[src/rtl/cga_bus_front.sv]
`timescale 1ns / 1ps
// -----------------------------------------------------------------------------
// cga_bus_front
// ISA bus front end for a CGA-compatible display card. It synchronises the
// bus strobes and vsync, decodes the I/O register block and the framebuffer
// window, holds the mode/colour/extension registers, and muxes read data back
// onto the bus. It also optionally stretches framebuffer accesses with
// IOCHRDY until the sequencer reaches a free slot, and generates the cursor
// and character blink phases.
//
// Optional feature: define CGA_BUS_WAIT_EN to build the IOCHRDY wait FSM.
// Without it bus_rdy is tied high and clk_seq is ignored.
//
// I/O map (relative to IO_BASE_ADDR):
//   +0..+7  CRTC (reads return crtc_rdata on odd addresses)
//   +8      control (mode) register, write-only
//   +9      colour register, write-only
//   +A      status register, read-only
//   +B..    extension mode registers, write-only, NUM_EXT_REGS of them
//
// Ports:
//   clk, reset              single clock; asynchronous active-high reset
//   bus_a, bus_d            ISA address and write data
//   bus_ior_l .. bus_memw_l active-low ISA strobes
//   bus_aen                 DMA address enable (blocks I/O decode)
//   mem_rdata, crtc_rdata   read data from VRAM and from the CRTC
//   vsync_l, display_enable CRTC timing, feeds the status register
//   clk_seq                 sequencer slot counter
//   bus_out, bus_dir        read data and transceiver direction (1 = card drives)
//   bus_rdy                 IOCHRDY
//   crtc_cs/wr/rd           qualified CRTC strobes
//   mem_rd, mem_wr          qualified VRAM strobes
//   control_reg, color_reg  mode and colour registers
//   ext_regs                extension registers, byte i at [8*i +: 8]
//   blink_fast, blink_slow  cursor and character blink phases
// -----------------------------------------------------------------------------
module cga_bus_front #(
    parameter logic [19:0] IO_BASE_ADDR    = 20'h3D0,
    parameter logic [19:0] FB_ADDR         = 20'hB8000,
    parameter int          FB_SIZE_LOG2    = 15,
    parameter int          NUM_EXT_REGS    = 2,
    parameter logic [4:0]  WAIT_START_SLOT = 5'd17,
    parameter logic [4:0]  WAIT_END_SLOT   = 5'd20,
    parameter logic [23:0] BLINK_MAX       = 24'd3_579_544
) (
    input  logic                      clk,
    input  logic                      reset,
    input  logic [19:0]               bus_a,
    input  logic [7:0]                bus_d,
    input  logic                      bus_ior_l,
    input  logic                      bus_iow_l,
    input  logic                      bus_memr_l,
    input  logic                      bus_memw_l,
    input  logic                      bus_aen,
    input  logic [7:0]                mem_rdata,
    input  logic [7:0]                crtc_rdata,
    input  logic                      vsync_l,
    input  logic                      display_enable,
    input  logic [4:0]                clk_seq,
    output logic [7:0]                bus_out,
    output logic                      bus_dir,
    output logic                      bus_rdy,
    output logic                      crtc_cs,
    output logic                      crtc_wr,
    output logic                      crtc_rd,
    output logic                      mem_rd,
    output logic                      mem_wr,
    output logic [7:0]                control_reg,
    output logic [7:0]                color_reg,
    output logic [8*NUM_EXT_REGS-1:0] ext_regs,
    output logic                      blink_fast,
    output logic                      blink_slow
);

    localparam int S_IOR   = 0;
    localparam int S_IOW   = 1;
    localparam int S_MEMR  = 2;
    localparam int S_MEMW  = 3;
    localparam int S_VSYNC = 4;
    localparam int EXT_N   = (NUM_EXT_REGS > 0) ? NUM_EXT_REGS : 1;

    // ---------------------------------------------------------------- sync
    logic [4:0] sync_raw;
    logic [4:0] sync_q1;
    logic [4:0] sync_q2;
    logic       iow_q3;     // previous synchronised iow, for edge detect

    assign sync_raw = {vsync_l, bus_memw_l, bus_memr_l, bus_iow_l, bus_ior_l};

    always_ff @(posedge clk or posedge reset) begin
        // NOTE: sequential state uses non-blocking assignments so every flop
        // samples the pre-edge value of its neighbour; blocking here would
        // collapse the two synchroniser stages into one.
        if (reset) begin
            sync_q1 <= '1;
            sync_q2 <= '1;
            iow_q3  <= 1'b1;
        end else begin
            sync_q1 <= sync_raw;
            sync_q2 <= sync_q1;
            iow_q3  <= sync_q2[S_IOW];
        end
    end

    logic ior_act;
    logic iow_act;
    logic memr_act;
    logic memw_act;
    logic wr_edge;

    assign ior_act  = ~sync_q2[S_IOR];
    assign iow_act  = ~sync_q2[S_IOW];
    assign memr_act = ~sync_q2[S_MEMR];
    assign memw_act = ~sync_q2[S_MEMW];
    // One-cycle pulse on the synchronised falling edge: a long strobe writes once.
    assign wr_edge  = iow_act & iow_q3;

    // -------------------------------------------------------------- decode
    logic [19:0] io_off;
    logic [3:0]  io_idx;
    logic        io_hit;
    logic        crtc_hit;
    logic        mem_hit;

    // Subtracting the base handles any base alignment; addresses below the
    // base wrap to large offsets and miss.
    assign io_off   = bus_a - IO_BASE_ADDR;
    assign io_idx   = io_off[3:0];
    assign io_hit   = !bus_aen && (io_off[19:4] == 16'h0000);
    assign crtc_hit = io_hit && !io_idx[3];
    assign mem_hit  = (bus_a[19:FB_SIZE_LOG2] == FB_ADDR[19:FB_SIZE_LOG2]);

    assign crtc_cs = crtc_hit && (ior_act || iow_act);
    assign crtc_rd = crtc_hit && ior_act;
    assign crtc_wr = crtc_hit && iow_act;
    assign mem_rd  = mem_hit && memr_act;
    assign mem_wr  = mem_hit && memw_act;

    // ----------------------------------------------------------- registers
    always_ff @(posedge clk or posedge reset) begin
        if (reset) begin
            control_reg <= 8'h28;
            color_reg   <= 8'h00;
        end else if (wr_edge && io_hit) begin
            case (io_idx)
                4'h8:    control_reg <= bus_d;
                4'h9:    color_reg   <= bus_d;
                default: ;
            endcase
        end
    end

    logic [7:0] ext_q [EXT_N];

    always_ff @(posedge clk or posedge reset) begin
        // NOTE: this array is a handful of mode bytes that must come up
        // defined, so it is reset like ordinary flops; a real RAM would not be.
        if (reset) begin
            for (int i = 0; i < EXT_N; i++) ext_q[i] <= 8'h00;
        end else if (wr_edge && io_hit) begin
            for (int i = 0; i < NUM_EXT_REGS; i++) begin
                if (io_idx == 4'(11 + i)) ext_q[i] <= bus_d;
            end
        end
    end

    generate
        if (NUM_EXT_REGS > 0) begin : g_ext
            for (genvar i = 0; i < NUM_EXT_REGS; i++) begin : g_byte
                assign ext_regs[8*i +: 8] = ext_q[i];
            end
        end else begin : g_no_ext
            assign ext_regs = '0;
        end
    endgenerate

    // ------------------------------------------------------------ read mux
    logic [7:0] status_byte;
    logic       mem_rd_sel;
    logic       status_sel;
    logic       crtc_rd_sel;

    assign status_byte = {4'b1111, sync_q2[S_VSYNC], 2'b10, ~display_enable};
    assign mem_rd_sel  = mem_hit && memr_act;
    assign status_sel  = io_hit && ior_act && (io_idx == 4'hA);
    // The CRTC index register (even address) is write-only.
    assign crtc_rd_sel = crtc_hit && ior_act && bus_a[0];

    always_comb begin
        // NOTE: default first so every path assigns bus_out and no latch forms.
        bus_out = 8'h00;
        if (mem_rd_sel)       bus_out = mem_rdata;
        else if (status_sel)  bus_out = status_byte;
        else if (crtc_rd_sel) bus_out = crtc_rdata;
    end

    assign bus_dir = mem_rd_sel || status_sel || crtc_rd_sel;

    // ------------------------------------------------------------ wait FSM
`ifdef CGA_BUS_WAIT_EN
    typedef enum logic [1:0] {IDLE, WAIT_A, WAIT_B, READY} wait_state_t;

    wait_state_t wait_state;
    logic        mem_access;

    assign mem_access = mem_hit && (memr_act || memw_act);

    always_ff @(posedge clk or posedge reset) begin
        if (reset) begin
            wait_state <= IDLE;
        end else begin
            case (wait_state)
                IDLE:    if (mem_access) wait_state <= WAIT_A;
                WAIT_A:  if (!mem_access)                    wait_state <= IDLE;
                         else if (clk_seq == WAIT_START_SLOT) wait_state <= WAIT_B;
                WAIT_B:  if (!mem_access)                    wait_state <= IDLE;
                         else if (clk_seq == WAIT_END_SLOT)   wait_state <= READY;
                READY:   if (!mem_access) wait_state <= IDLE;
                default: wait_state <= IDLE;
            endcase
        end
    end

    // Ready must fall in the same cycle the access is seen, before the FSM
    // has had a clock to leave IDLE, or the bus cycle would complete early.
    assign bus_rdy = (wait_state == READY) || ((wait_state == IDLE) && !mem_access);
`else
    logic unused_wait;
    assign unused_wait = ^{clk_seq, WAIT_START_SLOT, WAIT_END_SLOT};
    assign bus_rdy     = 1'b1;
`endif

    // --------------------------------------------------------------- blink
    logic [23:0] blink_cnt;

    always_ff @(posedge clk or posedge reset) begin
        if (reset) begin
            blink_cnt  <= 24'd0;
            blink_fast <= 1'b0;
            blink_slow <= 1'b0;
        end else if (blink_cnt == BLINK_MAX) begin
            blink_cnt  <= 24'd0;
            blink_fast <= ~blink_fast;
            // Toggle on the fast rising edge only: half the fast rate.
            if (!blink_fast) blink_slow <= ~blink_slow;
        end else begin
            blink_cnt <= blink_cnt + 24'd1;
        end
    end

endmodule

[config.mk]
export PLATFORM = sky130hd
export DESIGN_NAME = cga_bus_front
export DESIGN_NICKNAME = d
export VERILOG_FILES = /design/src/rtl/cga_bus_front.sv
export SDC_FILE = /design/constraint.sdc
export NUM_CORES = 1
export LEC_CHECK = 0
export CAP_MARGIN = 40
export CORE_ASPECT_RATIO = 1.1
export CORE_MARGIN = 4
export CORE_UTILIZATION = 41
export CTS_CLUSTER_DIAMETER = 200
export CTS_CLUSTER_SIZE = 25
export DETAILED_ROUTE_END_ITERATION = 7
export HOLD_SLACK_MARGIN = 0.05
export PLACE_DENSITY = 0.76
export SLEW_MARGIN = 10
export SYNTH_ARGS = -nofsm -noshare
export SYNTH_HDL_FRONTEND = slang
export SYNTH_SLANG_ARGS = --single-unit
[constraint.sdc]
create_clock -name clk -period 1.9 [get_ports clk]
set_clock_uncertainty 0.05 [all_clocks]
set_input_delay 0.285 -clock clk [delete_from_list [all_inputs] [get_ports clk]]
set_output_delay 0.285 -clock clk [all_outputs]
set_load 0.03 [all_outputs]
==> load_flow_metrics.sql, run 1 <==
INSERT INTO impl_metrics (metric_group, metric, value, unit) VALUES
('drt', 'via_count', '2632', ''),
('drt', 'route.detailed.vias_per_inst', '5.24', ''),
('drt', 'route.detailed.drc', '0', ''),
('run_status', 'status', 'complete, but fails checks', ''),
('floorplanning', 'fp-row-count', '33', ''),
('drt', 'dr.first_iter.drc_count', '88', ''),
('hold_path', 'min-delay-start', 'vsync_l', ''),
('grt', 'grt_max_degree', '41', ''),
('power_and_ir_drop', 'total_leakage_power', '0.00230', 'uW'),
('finish', 'nFillCells', '513', ''),
('critical_path', 'critPathMaxFanout', '5', ''),
('critical_path', 'critical_path.most_common_cell', 'sky130_fd_sc_hd__buf_6', ''),
('finish', 'antenna_cells_inserted', '0', ''),
('yosys', 'syn_inst', '259', ''),
('finish', 'drive_gt1_share', '38.3', '%'),
('critical_path', 'slowest_delay', '0.53', 'ns'),
('timing', 'clock.fmax', '470', 'MHz'),
('yosys', 'synth.largest_area_cell', 'sky130_fd_sc_hd__dfrtp_1', ''),
('timing', 'setup_violations', '31', ''),
('critical_path', 'r2r.worst_path.cells', '5', ''),
('run_status', 'failed_checks', 'negative setup slack', ''),
('clock_network', 'clock_transition_at_the_registers_of_the_reported_paths', '0.07', 'ns'),
('hold_path', 'hold-path-endpoint', 'sync_q1[4]', ''),
('finish', 'area_overhead_vs_synth', '66.1', '%'),
('power_and_ir_drop', 'vdd.ir_drop.worst', '0.543', 'mV'),
('critical_path', 'timing.critical_path.slowest_stage_cell', 'sky130_fd_sc_hd__or4_4', ''),
('yosys', 'postSynthNetCount', '319', ''),
('yosys', 'synth.ff_latch_count', '69', ''),
('clock_network', 'htree_num_levels', '3', ''),
('critical_path', 'cp_num_buf_inv', '3', ''),
('timing', 'final_worst_setup_slack', '-0.227', 'ns'),
('clock_network', 'cts_tree', 'done', ''),
('clock_network', 'clock_path_buffers', '2', ''),
('yosys', 'synth_top_cells_by_count', 'sky130_fd_sc_hd__dfrtp_1, sky130_fd_sc_hd__mux2_2, sky130_fd_sc_hd__nor2_1', ''),
('critical_path', 'regToRegStartpoint', 'iow_q3', ''),
('power_and_ir_drop', 'power_total', '3140', 'uW'),
('critical_path', 'setup.worst_path.end_class', 'primary output', ''),
('critical_path', 'startpoint_class_of_the_critical_path', 'primary input', ''),
('floorplanning', 'starting_density_of_the_core', '42.0', '%'),
('floorplanning', 'design.portCount', '107', ''),
('job', 'maxCapViolations', '0', ''),
('drt', 'routed_wire_length_per_instance', '17.4', 'um'),
('grt', 'grt_usage', '19.9', '%'),
('floorplanning', 'core_area', '7430', 'um2'),
('yosys', 'post_synth_num_cell_types', '45', ''),
('hold_path', 'holdCritPathClass', 'primary input to flop', ''),
('critical_path', 'cp_top_family', 'simple AND/OR/NAND/NOR gates', ''),
('timing', 'period_share', '112', '%'),
('placement', 'placed_area', '4730', 'um2'),
('yosys', 'synthArstFlopShare', '100', '%'),
('grt', 'antenna_violations_before_repair', '0', ''),
('yosys', 'synth_enable_flop_cells', '0', ''),
('finish', 'design.final.nets', '470', ''),
('timing', 'tns', '-2.37', 'ns'),
('yosys', 'postSynthAreaPerCell', '12.1', 'um2'),
('placement', 'io_buffer_count', '100', ''),
('yosys', 'synth_ff_type', 'sky130_fd_sc_hd__dfrtp_1', ''),
('critical_path', 'worstPathRequired', '1.56', 'ns'),
('floorplanning', 'fp.dieArea', '9080', 'um2'),
('finish', 'largest-register', 'blink_cnt', ''),
('timing', 'final_hold_viol_count', '0', ''),
('critical_path', 'path_cells', 'buf_6, or4_4, mux2i_4, nand3_4, buf_12, o2bb2ai_4, buf_6', ''),
('hold_path', 'hold_path_depth', '1', ''),
('placement', 'hpwl', '6.32', 'mm'),
('yosys', 'synth_top_cell_area_share', '44.9', '%'),
('yosys', 'post-synth-top-count-cell', 'sky130_fd_sc_hd__dfrtp_1', ''),
('yosys', 'synth_seq_area_share', '55.8', '%'),
('critical_path', 'worstPathArrival', '1.79', 'ns'),
('yosys', 'synthesis.area', '3120', 'um2'),
('critical_path', 'r2r_end', 'ext_regs[10]', ''),
('timing', 'unrepaired_setup_endpoints_after_global_routing', 'yes', '');
==> what timing repair did <==
action | CTS | global route
gates cloned | 1 | 0
gates resized for setup | 55 | 25
setup buffers | 5 | 4
endpoints found under the setup margin | 46 | 53
hold buffers | 0 | 0
pin swaps | 9 | 12
==> stage by stage <==
step,util (%),std cells
2_1_floorplan,-,259
3_3_place_gp,63.6,476
3_5_place_dp,63.6,476
4_1_cts,68.3,498
5_1_grt,69.8,502
6_report,69.8,502
==> layout by cell type, fill, tap and decap left out, drive strengths merged, types with 8 or more instances in the layout <==
cell | netlist | layout
a21oi | 9 | 9
buf | 5 | 69
clkbuf | 4 | 12
clkdlybuf4s50 | 0 | 67
dfrtp | 56 | 56
dfstp | 13 | 13
inv | 9 | 8
mux2 | 32 | 32
nand2 | 12 | 12
nand3 | 9 | 9
nand4 | 9 | 9
nor2 | 18 | 18
nor3 | 8 | 8
o2bb2ai | 8 | 8
xnor2 | 8 | 8
xor2 | 10 | 10
==> per-layer routing <==
metal | track usage, % | routed length [um] | vias up
met2 | 33.7 | 4460 | 96
met5 | 0 | 0 | -
met4 | 8.00 | 149 | 0
met1 | 24.3 | 3560 | 1272
li1 | - | - | 1249
met3 | 5.07 | 548 | 15
==> how the worst max path moves through the flow <==
stage                     slack (ns)      from  cells after the start          end
after global placement         -0.57  bus_a[5]                      7  ext_regs[5]
after CTS                      -0.21  bus_a[5]                      7   bus_out[7]
after global routing           -0.26  bus_a[9]                      7   bus_out[6]
final                          -0.23  bus_a[9]                      7   bus_out[6]
after detailed placement       -0.62  bus_a[5]                      7  ext_regs[4]
after floorplan                -0.15  bus_a[5]                      5      crtc_rd
==> cell families (layout without fill, tap and decap cells) <==
kind of cell	Yosys count	count (layout)	synth area share, %
buf+inv	18	174	2.60
xor+xnor	18	18	5.05
compound gates	28	28	6.13
mux	34	34	12.3
flops	69	69	55.8
fa+ha+maj	2	2	0.801
simple gates	89	89	17.2
other cells	1	1	0.120
==> where the power goes <==
part	switching, uW	internal, uW	total (uW)
Clock	537	872	1410
Sequential	8.42	1490	1500
Combinational	104	128	232
==> final cells by class <==
type | instances | area [um2] | area share, %
flip-flops and latches | 69 | 1740 | 33.6
multi-input cells | 172 | 1600 | 30.8
repair buffers | 149 | 1460 | 28.1
clock buffers | 10 | 128 | 2.46
clock inverters | 6 | 111 | 2.15
well taps | 87 | 109 | 2.10
inverters | 9 | 37.5 | 0.723
No activity file was read; power rests on OpenSTA's default activity.
==> inputs of run 2 (changes only) <==
- CELL_PAD_IN_SITES_DETAIL_PLACEMENT: unset -> 1
- CELL_PAD_IN_SITES_GLOBAL_PLACEMENT: unset -> 2
- CORE_UTILIZATION: 41 -> 26
- PLACE_DENSITY: 0.76 -> unset
- PLACE_DENSITY_LB_ADDON: unset -> 0.1
==> load_flow_metrics.sql, run 2 (synthesized netlist as in run 1, its figures left out) <==
INSERT INTO impl_metrics (metric_group, metric, value, unit) VALUES
('drt', 'antenna_viol_nets_final', '0', ''),
('power_and_ir_drop', 'power-per-cell-area', '632', 'nW/um2'),
('clock_network', 'tritoncts_num_sinks', '69', ''),
('grt', 'antenna_violations_before_repair', '0', ''),
('critical_path', 'worstPathRequired', '1.56', 'ns'),
('timing', 'clock.fmax', '493', 'MHz'),
('grt', 'via_count_of_the_first_global_routing_pass', '2799', ''),
('floorplanning', 'fp.dieArea', '13800', 'um2'),
('critical_path', 'startpoint_class_of_the_critical_path', 'primary input', ''),
('drt', 'route.detailed.vias_per_inst', '4.69', ''),
('clock_network', 'cts-hold-fix-buffers', '0', ''),
('power_and_ir_drop', 'power.switching', '732', 'uW'),
('power_and_ir_drop', 'vdd.ir_drop.worst', '0.379', 'mV'),
('timing', 'timing_max_transition_violations_final', '0', ''),
('finish', 'drive_gt1_share', '38.5', '%'),
('power_and_ir_drop', 'clock_power_share', '49.0', '%'),
('floorplanning', 'fp-row-count', '41', ''),
('hold_path', 'holdCritPathClass', 'primary input to asynchronous set/reset pin', ''),
('power_and_ir_drop', 'netSwitchingFraction', '21.5', '%'),
('grt', 'global_route_wire_length_before_repair', '15.1', 'mm'),
('timing', 'period_share', '107', '%'),
('placement', 'routabilityCongestion', '0.763', ''),
('critical_path', 'worst-r2r-setup-slack', '0.04', 'ns'),
('job', 'maxCapViolations', '0', ''),
('clock_network', 'clock-root-buffer', 'sky130_fd_sc_hd__clkbuf_16', ''),
('critical_path', 'setup.worst_path.end_class', 'primary output', ''),
('placement', 'hpwl', '7.21', 'mm'),
('timing', 'final_hold_viol_count', '0', ''),
('floorplanning', 'design.portCount', '107', ''),
('finish', 'largest_reg_flops', '24', ''),
('drt', 'route.detailed.drc', '0', ''),
('critical_path', 'r2r.worst_path.cells', '5', ''),
('floorplanning', 'starting_density_of_the_core', '26.9', '%'),
('critical_path', 'critPathKind', 'primary input to primary output', ''),
('power_and_ir_drop', 'power.share.sequential', '43.9', '%'),
('grt', 'grt_remaining_overflow', '0', ''),
('clock_network', 'cts_tree', 'done', ''),
('drt', 'dr.first_iter.drc_count', '56', ''),
('finish', 'final_cell_mix', 'sky130_fd_sc_hd__clkdlybuf4s50_1, sky130_fd_sc_hd__dfrtp_1, sky130_fd_sc_hd__buf_4', ''),
('placement', 'io_buffer_count', '100', ''),
('drt', 'routed_wire_length_per_instance', '16.8', 'um'),
('placement', 'post-place-ws', '-0.599', 'ns'),
('timing', 'unrepaired_setup_endpoints_after_global_routing', 'yes', ''),
('floorplanning', 'floorplan.die.height', '123', 'um'),
('clock_network', 'clock_transition_at_the_registers_of_the_reported_paths', '0.06', 'ns'),
('clock_network', 'clock_path_buffers', '2', ''),
('critical_path', 'critPathMaxFanout', '8', ''),
('finish', 'postLayoutCoreUtil', '46.5', '%'),
('finish', 'largest-register', 'blink_cnt', ''),
('floorplanning', 'die_w', '112', 'um'),
('drt', 'drt-pass1-iter-count', '4', ''),
('drt', 'wl', '9.47', 'mm'),
('power_and_ir_drop', 'cell_internal_pwr', '2680', 'uW'),
('power_and_ir_drop', 'total_leakage_power', '0.00233', 'uW'),
('timing', 'setup_violations', '11', ''),
('drt', 'via_count', '2639', ''),
('finish', 'nFillCells', '1208', ''),
('finish', 'design.final.nets', '468', ''),
('clock_network', 'htree_num_levels', '3', ''),
('finish', 'mostFrequentLayoutCell', 'sky130_fd_sc_hd__clkdlybuf4s50_1', ''),
('finish', 'antenna_cells_inserted', '0', ''),
('clock_network', 'cts-buffers-inserted', '9', ''),
('run_status', 'failed_checks', 'negative setup slack', ''),
('grt', 'grt_usage', '14.0', '%'),
('finish', 'area_overhead_vs_synth', '72.8', '%'),
('grt', 'grt_max_degree', '23', ''),
('timing', 'final_worst_setup_slack', '-0.129', 'ns'),
('power_and_ir_drop', 'combinationalPowerShare', '7.1', '%'),
('clock_network', 'clock_latency', '0.33', 'ns'),
('run_status', 'status', 'complete, but fails checks', ''),
('critical_path', 'worstPathArrival', '1.69', 'ns'),
('floorplanning', 'core_area', '11600', 'um2'),
('timing', 'finalCriticalPeriod', '2.03', 'ns');
-- run 2: cell count changes in the layout (fill, tap and decap cells not counted), moves of 3 or more --
| cell | change |
|---|---|
| sky130_fd_sc_hd__clkbuf_8 | -8 |
| sky130_fd_sc_hd__clkbuf_16 | +10 |
| sky130_fd_sc_hd__mux2_4 | +9 |
| sky130_fd_sc_hd__mux2_2 | -7 |
| sky130_fd_sc_hd__buf_4 | -4 |
| sky130_fd_sc_hd__buf_12 | +3 |
-- run 2: critical path: stages --
cell and delay [ns]:
sky130_fd_sc_hd__buf_6 0.09, sky130_fd_sc_hd__or4_4 0.53, sky130_fd_sc_hd__mux2i_4 0.19, sky130_fd_sc_hd__nand3_4 0.14
sky130_fd_sc_hd__buf_12 0.18, sky130_fd_sc_hd__o2bb2ai_4 0.12, sky130_fd_sc_hd__buf_6 0.14
-- run 2: what timing repair did --
item                       4_1_cts  5_1_grt
setup buffers                    5        4
resized for setup               49       36
cloned                           0        1
pin swaps                        9       13
setup endpoints to repair       46       60
-- run 2: path summary, 6_finish.rpt --
path / startpoint / to
min in group clk: sync_q1[3] / sync_q2[3]
worst max-delay path: bus_a[8] / bus_out[4]
worst min-delay path: reset / blink_cnt[18]
worst max register to register: iow_q3 / ext_regs[2]
max in group asynchronous: reset / sync_q1[1]
worst min register to register: sync_q1[3] / sync_q2[3]
-- run 2: area by class of cell --
| class | instances | area [um2] | area share [%] |
|---|---|---|---|
| clock inverters | 5 | 58.8 | 1.09 |
| clock buffers | 11 | 243 | 4.50 |
| multi-input cells | 172 | 1650 | 30.6 |
| inverters | 9 | 37.5 | 0.696 |
| well taps | 150 | 188 | 3.48 |
| flip-flops and latches | 69 | 1740 | 32.3 |
| repair buffers | 147 | 1480 | 27.4 |
-- run 2: power by group through the flow --
stage / clock network (uW) / registers (uW) / logic, uW
floorplan: 0 / 1520 / 60.6
global placement: 0 / 1520 / 233
detailed placement: 0 / 1520 / 236
CTS: 1740 / 1500 / 238
global route: 1800 / 1500 / 265
finish: 1670 / 1500 / 242
-- run 2: metal layers --
| metal | global-route usage (%) | up-vias | routed length, um |
|---|---|---|---|
| li1 | - | 1246 | - |
| met1 | 18.4 | 1310 | 4280 |
| met2 | 22.0 | 74 | 4600 |
| met3 | 3.13 | 9 | 436 |
| met4 | 6.46 | 0 | 153 |
| met5 | 0 | - | 0 |
-- run 2: through the flow --
stage                     hold WS (ns)  total power (uW)  cells  area, um2  setup TNS [ns]
after floorplan                  0.239              1580    259       3380          -0.621
after global placement           0.296              1760    537       4830          -21.50
after detailed placement         0.298              1760    537       4830          -23.64
after CTS                        0.289              3480    558       5210           -1.49
after global routing             0.306              3570    563       5400           -2.34
final                            0.289              3410    563       5400           -1.25
